### src/rtl/usb_uart_tx.sv
// UART 8N1 transmitter for the USB debug status display.
// Pulls bytes from the annunciator via req/din/din_v and keeps one byte buffered ahead of the shifter.
module usb_uart_tx #(
    parameter int CLKS_PER_BIT = 417,
    parameter int FETCH_WAIT   = 4,
    parameter int STOP_BITS    = 1
) (
    input  logic       clk48,
    input  logic       rst,
    input  logic       enable,
    output logic       req,
    input  logic [7:0] din,
    input  logic       din_v,
    output logic       tx,
    output logic       busy
);

    localparam int WW = $clog2(FETCH_WAIT);
    localparam logic [WW-1:0] WAIT_LAST = WW'(FETCH_WAIT - 1);
    localparam logic [11:0]   BAUD_LAST = 12'(CLKS_PER_BIT - 1);
    localparam logic          STOP_LAST = 1'(STOP_BITS - 1);

    typedef enum logic [1:0] {F_IDLE, F_REQ, F_REL} fetch_state_e;
    typedef enum logic [1:0] {T_IDLE, T_START, T_DATA, T_STOP} tx_state_e;

    fetch_state_e    fstate_q, fstate_d;
    tx_state_e       tstate_q, tstate_d;
    logic [WW-1:0]   wait_cnt_q, wait_cnt_d;
    logic            req_q, req_d;
    logic [7:0]      hold_q, hold_d;
    logic            hold_full_q, hold_full_d;
    logic [11:0]     baud_q, baud_d;
    logic [2:0]      bit_idx_q, bit_idx_d;
    logic            stop_idx_q, stop_idx_d;
    logic [7:0]      shift_q, shift_d;
    logic            tx_q, tx_d;
    logic            busy_q, busy_d;
    logic            baud_done;

    always_comb begin
        fstate_d    = fstate_q;
        tstate_d    = tstate_q;
        wait_cnt_d  = wait_cnt_q;
        req_d       = req_q;
        hold_d      = hold_q;
        hold_full_d = hold_full_q;
        baud_d      = baud_q;
        bit_idx_d   = bit_idx_q;
        stop_idx_d  = stop_idx_q;
        shift_d     = shift_q;
        tx_d        = tx_q;
        baud_done   = (baud_q == BAUD_LAST);

        // Transmit side: consumes the holding buffer.
        case (tstate_q)
            T_IDLE: begin
                baud_d = '0;
                if (hold_full_q) begin
                    shift_d     = hold_q;
                    hold_full_d = 1'b0;
                    tstate_d    = T_START;
                    tx_d        = 1'b0;
                end
            end
            T_START: begin
                if (baud_done) begin
                    baud_d    = '0;
                    tstate_d  = T_DATA;
                    bit_idx_d = '0;
                    tx_d      = shift_q[0];
                    shift_d   = {1'b0, shift_q[7:1]};
                end else begin
                    baud_d = baud_q + 12'd1;
                end
            end
            T_DATA: begin
                if (baud_done) begin
                    baud_d = '0;
                    if (bit_idx_q == 3'd7) begin
                        tstate_d   = T_STOP;
                        stop_idx_d = 1'b0;
                        tx_d       = 1'b1;
                    end else begin
                        bit_idx_d = bit_idx_q + 3'd1;
                        tx_d      = shift_q[0];
                        shift_d   = {1'b0, shift_q[7:1]};
                    end
                end else begin
                    baud_d = baud_q + 12'd1;
                end
            end
            T_STOP: begin
                if (baud_done) begin
                    baud_d = '0;
                    if (stop_idx_q == STOP_LAST) begin
                        // A buffered byte starts immediately so frames stay back to back.
                        if (hold_full_q) begin
                            shift_d     = hold_q;
                            hold_full_d = 1'b0;
                            tstate_d    = T_START;
                            tx_d        = 1'b0;
                        end else begin
                            tstate_d = T_IDLE;
                        end
                    end else begin
                        stop_idx_d = 1'b1;
                    end
                end else begin
                    baud_d = baud_q + 12'd1;
                end
            end
            default: tstate_d = T_IDLE;
        endcase

        // Fetch side: only starts on an empty buffer, so its set never meets the clear above.
        case (fstate_q)
            F_IDLE: begin
                wait_cnt_d = '0;
                if (enable && !hold_full_q) begin
                    req_d    = 1'b1;
                    fstate_d = F_REQ;
                end
            end
            F_REQ: begin
                if (wait_cnt_q == WAIT_LAST) begin
                    if (din_v) begin
                        hold_d      = din;
                        hold_full_d = 1'b1;
                        req_d       = 1'b0;
                        fstate_d    = F_REL;
                        wait_cnt_d  = '0;
                    end
                end else begin
                    wait_cnt_d = wait_cnt_q + WW'(1);
                end
            end
            F_REL: begin
                // Two low cycles let the annunciator see inc fall before the next request.
                if (wait_cnt_q == WW'(1)) begin
                    fstate_d   = F_IDLE;
                    wait_cnt_d = '0;
                end else begin
                    wait_cnt_d = wait_cnt_q + WW'(1);
                end
            end
            default: fstate_d = F_IDLE;
        endcase

        busy_d = (tstate_d != T_IDLE) || hold_full_d;
    end

    always_ff @(posedge clk48) begin
        if (rst) begin
            fstate_q    <= F_IDLE;
            tstate_q    <= T_IDLE;
            wait_cnt_q  <= '0;
            req_q       <= 1'b0;
            hold_q      <= '0;
            hold_full_q <= 1'b0;
            baud_q      <= '0;
            bit_idx_q   <= '0;
            stop_idx_q  <= 1'b0;
            shift_q     <= '0;
            tx_q        <= 1'b1;
            busy_q      <= 1'b0;
        end else begin
            fstate_q    <= fstate_d;
            tstate_q    <= tstate_d;
            wait_cnt_q  <= wait_cnt_d;
            req_q       <= req_d;
            hold_q      <= hold_d;
            hold_full_q <= hold_full_d;
            baud_q      <= baud_d;
            bit_idx_q   <= bit_idx_d;
            stop_idx_q  <= stop_idx_d;
            shift_q     <= shift_d;
            tx_q        <= tx_d;
            busy_q      <= busy_d;
        end
    end

    assign req  = req_q;
    assign tx   = tx_q;
    assign busy = busy_q;

endmodule

### config.mk
export PLATFORM = sky130hd
export DESIGN_NAME = usb_uart_tx
export DESIGN_NICKNAME = d
export VERILOG_FILES = /design/src/rtl/usb_uart_tx.sv
export SDC_FILE = /design/constraint.sdc
export NUM_CORES = 1
export LEC_CHECK = 0
export ABC_AREA = 0
export CAP_MARGIN = 10
export CORE_AREA = 4 4 63 65
export DETAILED_ROUTE_END_ITERATION = 12
export DIE_AREA = 0 0 67 69
export GPL_ROUTABILITY_DRIVEN = 0
export PLACE_DENSITY_LB_ADDON = 0.05
export RECOVER_POWER = 100
export REMOVE_ABC_BUFFERS = 1
export SLEW_MARGIN = 20
export SYNTH_ARGS = -nofsm -noshare
export SYNTH_HDL_FRONTEND = slang
export SYNTH_SLANG_ARGS = --single-unit
### constraint.sdc
create_clock -name clk48 -period 2.7 [get_ports clk48]
set_clock_uncertainty 0.05 [all_clocks]
set_input_delay 0.54 -clock clk48 [delete_from_list [all_inputs] [get_ports clk48]]
set_output_delay 0.54 -clock clk48 [all_outputs]
set_load 0.1 [all_outputs]
Word level (Yosys, flattened, before mapping)

Index checks and enable logic that the tools add are counted.

Add/subtract/negate cells: 3
Multipliers: 0
Div/mod/pow operators: 0
Order comparisons: 0
Equality and inequality tests: 20
Shift-type cells: 0
Multiplexer cells: 52
Bitwise operators: 0
Reduce and logical (&&, ||, !) cells: 19

Operator list:

| kind                  | count |
|---|---|
| $mux 8                | 6 |
| $pmux 8 s4            | 1 |
| $mux 2                | 13 |
| $pmux 12 s2           | 1 |
| $ne 2x2->1 const B    | 10 |
| $reduce_and 4->1      | 5 |
| $mux 1                | 19 |
| $add 12x1->12 const B | 1 |
| $eq 12x9->1 const B   | 1 |
| $mux 12               | 1 |
| $pmux 2 s3            | 2 |
| $mux 3                | 3 |
| $eq 2x2->1 const B    | 4 |
| $pmux 2 s4            | 1 |
| $reduce_bool 2->1     | 4 |
| $eq 2x1->1 const B    | 3 |
| $pmux 1 s2            | 3 |
| $pmux 3 s2            | 1 |
| $reduce_and 5->1      | 1 |
| $logic_not 2->1       | 2 |
| $pmux 1 s4            | 1 |
| $add 3x1->3 const B   | 1 |
| $eq 3x3->1 const B    | 1 |
| $ne 3x3->1 const B    | 1 |
| 8 further kinds       | 8 |

Register bits: 42
Bits in latches: 0
Bits in writable memories: 0
Bits in read-only memories: 0
Bits of input ports: 12
Output and inout port bits: 3
Logic and storage cells: 106
Memories: 0

Depth between registers and ports, before layout

Depth after elaboration: 7
Gate-level depth with buffers: 8
Mapped depth without buffers: 7

Least setup slack after synthesis

OpenSTA, ideal clock, no wires.

Path kind: reg-to-reg
From: register tstate_q[0]
To: register shift_q[5]
Library setup time: 86 ps
Data arrival time: 1656 ps
Data required time: 2564 ps
Setup slack: 908 ps
Stages on the path, launching flop included: 8
Path buffers: 1
Clock period less this slack: 1792 ps
Cells stage by stage: dfxtp_1 > inv_1 > ha_1 > or3_1 > a21oi_4 > buf_6 > nor2_1 > a211oi_1

Longest elaborated chain between the ends: 3
Elaborated cells on any way between the ends: 11
Classes of those cells: eq/ne (8); mux (1); reduce/logical (2)

Ends and longest elaborated chain:

| what                                     | RTL line | RTL |
|---|---|---|
| start: declaration                       | 27       | `tx_state_e tstate_q, tstate_d;` |
| start signal: assignment                 | 168      | `tstate_q <= tstate_d;` |
| $eq 2x2->1 or $eq 2x1->1 (tied branches) | 55       | `case (tstate_q)` |
| $ne 2x2->1 (no line)                     | --       |  |
| $reduce_and 5->1 (no line)               | --       |  |
| end signal: assignment                   | 176      | `shift_q <= shift_d;` |
| end: declaration                         | 35       | `logic [7:0] shift_q, shift_d;` |

Parallel ways exist; a longest one is shown, timed or not.
A chain may end at the register's enable or synchronous reset.

Worst setup path after layout

From: register tstate_q[0]
To: register shift_q[3]

Same word-level chain as after synthesis.

==> results by group <==
Clocking
  – Hold Buf Count CTS: 0
  – Sinks on Clock Net: between 40 and 50
  – CTS root buffer: clkbuf_4
  – Cts repair resizes: 0
  – TritonCTS clock tree: built
  – Max Buffers Root-to-Sink: 2
  – Clock-pin slew of the registers on the worst-case setup and hold paths: 0.11 ns
  – Post-CTS Setup Repair Bufs: 0
  – H-tree depth: 2
  – Inserted Clock Buffers: 5
  – Clk Latency, worst-skew pair: about 0.34 ns

Yosys
  – Synth area leader: dfxtp_1
  – Synth warnings: 0
  – Mapped cell area: 2010 um2
  – Post-synth ARST share: 0%
  – Main synth FF type: dfxtp_1
  – Most instantiated cells after synthesis: dfxtp_1, nor2_1, nand2_1
  – Post-Syn Area per Cell: ~8.8 um2
  – Unique cell type count in the Yosys netlist: 36
  – Most common cell in the netlist: dfxtp_1
  – Mapped Cells: 228
  – Seq cells post-synth: 41
  – Post-synth EDFFs: 0
  – Share of the synthesized area in the top cell type: about two fifths
  – Post-synthesis sequential area ratio: 40.9%
  – Synth top area cells: dfxtp_1, ha_1, a21oi_1, nor2_1, nand2_1

Drt
  – DR vias/cell: 5.56
  – WL final: approximately 3700 um
  – # DRC: 0
  – Routed WL per cell: 13.0 um
  – Antenna Violating Nets Remaining: 0
  – First-pass DRT Iterations: 4
  – Via Count: 1607
  – 1st-iter DRT viols: 46

STA
  – Fin. Hold Viols: 0
  – RSZ-0062 raised after global routing: false
  – Achievable frequency: 0.431 GHz
  – Worst rel slew slack: 22.7%
  – Final setup fails: 0
  – Fin Hold WS: 0.415 ns
  – Worst-Margin Slew: 1.16 ns
  – Fin crit share: a little under nine tenths
  – Pins Over Slew Limit: 0
  – Fin crit period: 2.32 ns
  – TNS Setup: 0 ns

Power
  – Leak Pwr: about 0.8 nW
  – Peak VDD IR: approximately 0.00035 V
  – PwrDens: 617 nW/um2

Critical path
  – CP Capture Type: flip-flop
  – Crit path max fanout: 16
  – Crit path required time: roughly 2.9 ns
  – Setup crit start kind: flip-flop
  – Setup CP Type: flip-flop to flip-flop
  – Worst EP arrival: around 2.5 ns

Cells and area
  – Nets: around 270
  – Filler instances: roughly 300
  – # diodes: 0
  – Layout cells sized above 1: roughly 5.8%
  – Area growth syn-to-layout: 9.10%
  – Post-route insts no fill: 289
  – Final Util: 65.7%

Die
  – Die Ht: approximately 69 um
  – Core area: 3340 um2
  – Die X: 67 um
  – Io pins: 15
  – Initial Util: 60.2%
  – Rows: 21
  – Area of the die: approximately 4600 um2

Global routing
  – Grt met3 use: between 5 and 6%
  – GRT Resource Usage Total: 17.9%
  – Largest net degree at the start of global routing: 18
  – Busiest layer in global routing: met2
  – M2 GR Usage: a little under a third
  – First-pass GRT wire length: approximately 6400 um
  – Met1 usage: 19.6%
  – Grt ovf: 0
  – Initial antenna violation count: 0
  – Vias in the first global route: 1560

Hold path
  – HP Class: flip-flop to flip-flop

Run status
  – Status: finished, final reports clean

Placed design
  – Dpl cells: 283
  – Dpl hpwl: 2810 um
  – Port bufs: 14

Job
  – Max_cap viols: 0
registers in the layout (all words and copies together) (netlist names), 2 cells and up:
register / flops
baud_q: 12
bit_idx_q: 3
fstate_q: 2
hold_q: 8
shift_q: 8
tstate_q: 2
wait_cnt_q: 2
layer usage:
metal	wire length (um)	share of wire [%]
met5	0	0
met4	53	1.4
met3	136	3.6
met2	1940	52
met1	1620	43
stage by stage:
step	cell area [um2]	power [mW]	setup WS, ns
after floorplan	1970	1.00	0.864
after global placement	2180	1.08	0.572
after detailed placement	2180	1.11	0.526
after CTS	2220	1.38	0.505
after global routing	2190	1.44	0.172
final	2190	1.35	0.379
critical path: stages (launching register included):
cell	delay, ns
dfxtp_1	0.41
inv_1	0.12
ha_1	0.65
nor2_1	0.14
a21oi_2	0.51
nor2_1	0.10
a211oi_1	0.25
layout make-up:
type / count / area [um2] / area share (%)
Multi-Input combinational cell: 170 / 1100 / 50.0
Sequential cell: 41 / 821 / 37.5
Timing Repair Buffer: 16 / 136 / 6.23
Tap cell: 46 / 57.6 / 2.63
Clock buffer: 5 / 37.5 / 1.71
Inverter: 10 / 37.5 / 1.71
Clock inverter: 1 / 5.00 / 0.228
path summary, 6_finish.rpt:
check,to,slack [ns],depth (start not counted),startpoint
hold reg to reg,hold_q[4]$_SDFFE_PP0P_,0.42,2,hold_q[4]$_SDFFE_PP0P_
setup reg to reg,shift_q[3]$_SDFFE_PP0P_,0.38,6,tstate_q[0]$_SDFF_PP0_
setup / recovery,shift_q[3]$_SDFFE_PP0P_,0.38,6,tstate_q[0]$_SDFF_PP0_
hold / removal,hold_q[4]$_SDFFE_PP0P_,0.42,2,hold_q[4]$_SDFFE_PP0P_
placed cells by master, fill, tap and decap left out, types with 2 or more instances in the layout:
| master | instances |
|---|---|
| mux2i_1 | 8 |
| ha_1 | 17 |
| xor2_1 | 4 |
| nand4_1 | 2 |
| clkdlybuf4s50_1 | 11 |
| nor2_1 | 28 |
| xnor2_1 | 6 |
| and3_1 | 4 |
| buf_4 | 2 |
| or3_1 | 2 |
| clkbuf_4 | 5 |
| inv_1 | 10 |
| a21oi_1 | 24 |
| o21ai_0 | 6 |
| a22o_1 | 2 |
| nand3_1 | 8 |
| nand2b_1 | 5 |
| a211oi_1 | 8 |
| dfxtp_1 | 41 |
| nand2_1 | 26 |
| clkbuf_1 | 3 |
| nor3_1 | 7 |
cell families after synthesis:
kind of cell / share of synthesized area, %
muxes: 4.55
DFF: 40.9
and+or+nand+nor: 21.9
xor gates and xnor gates: 4.36
AOI/OAI and AO/OA: 14.0
adders and majority gates: 10.6
buffers and inverters: 3.68
power by group:
part           switching (mW)  total [mW]  internal (mW)
registers              0.0359       0.690          0.654
logic                   0.260       0.388          0.127
clock network           0.184       0.274         0.0905
Power figures use the tool's default switching activity.
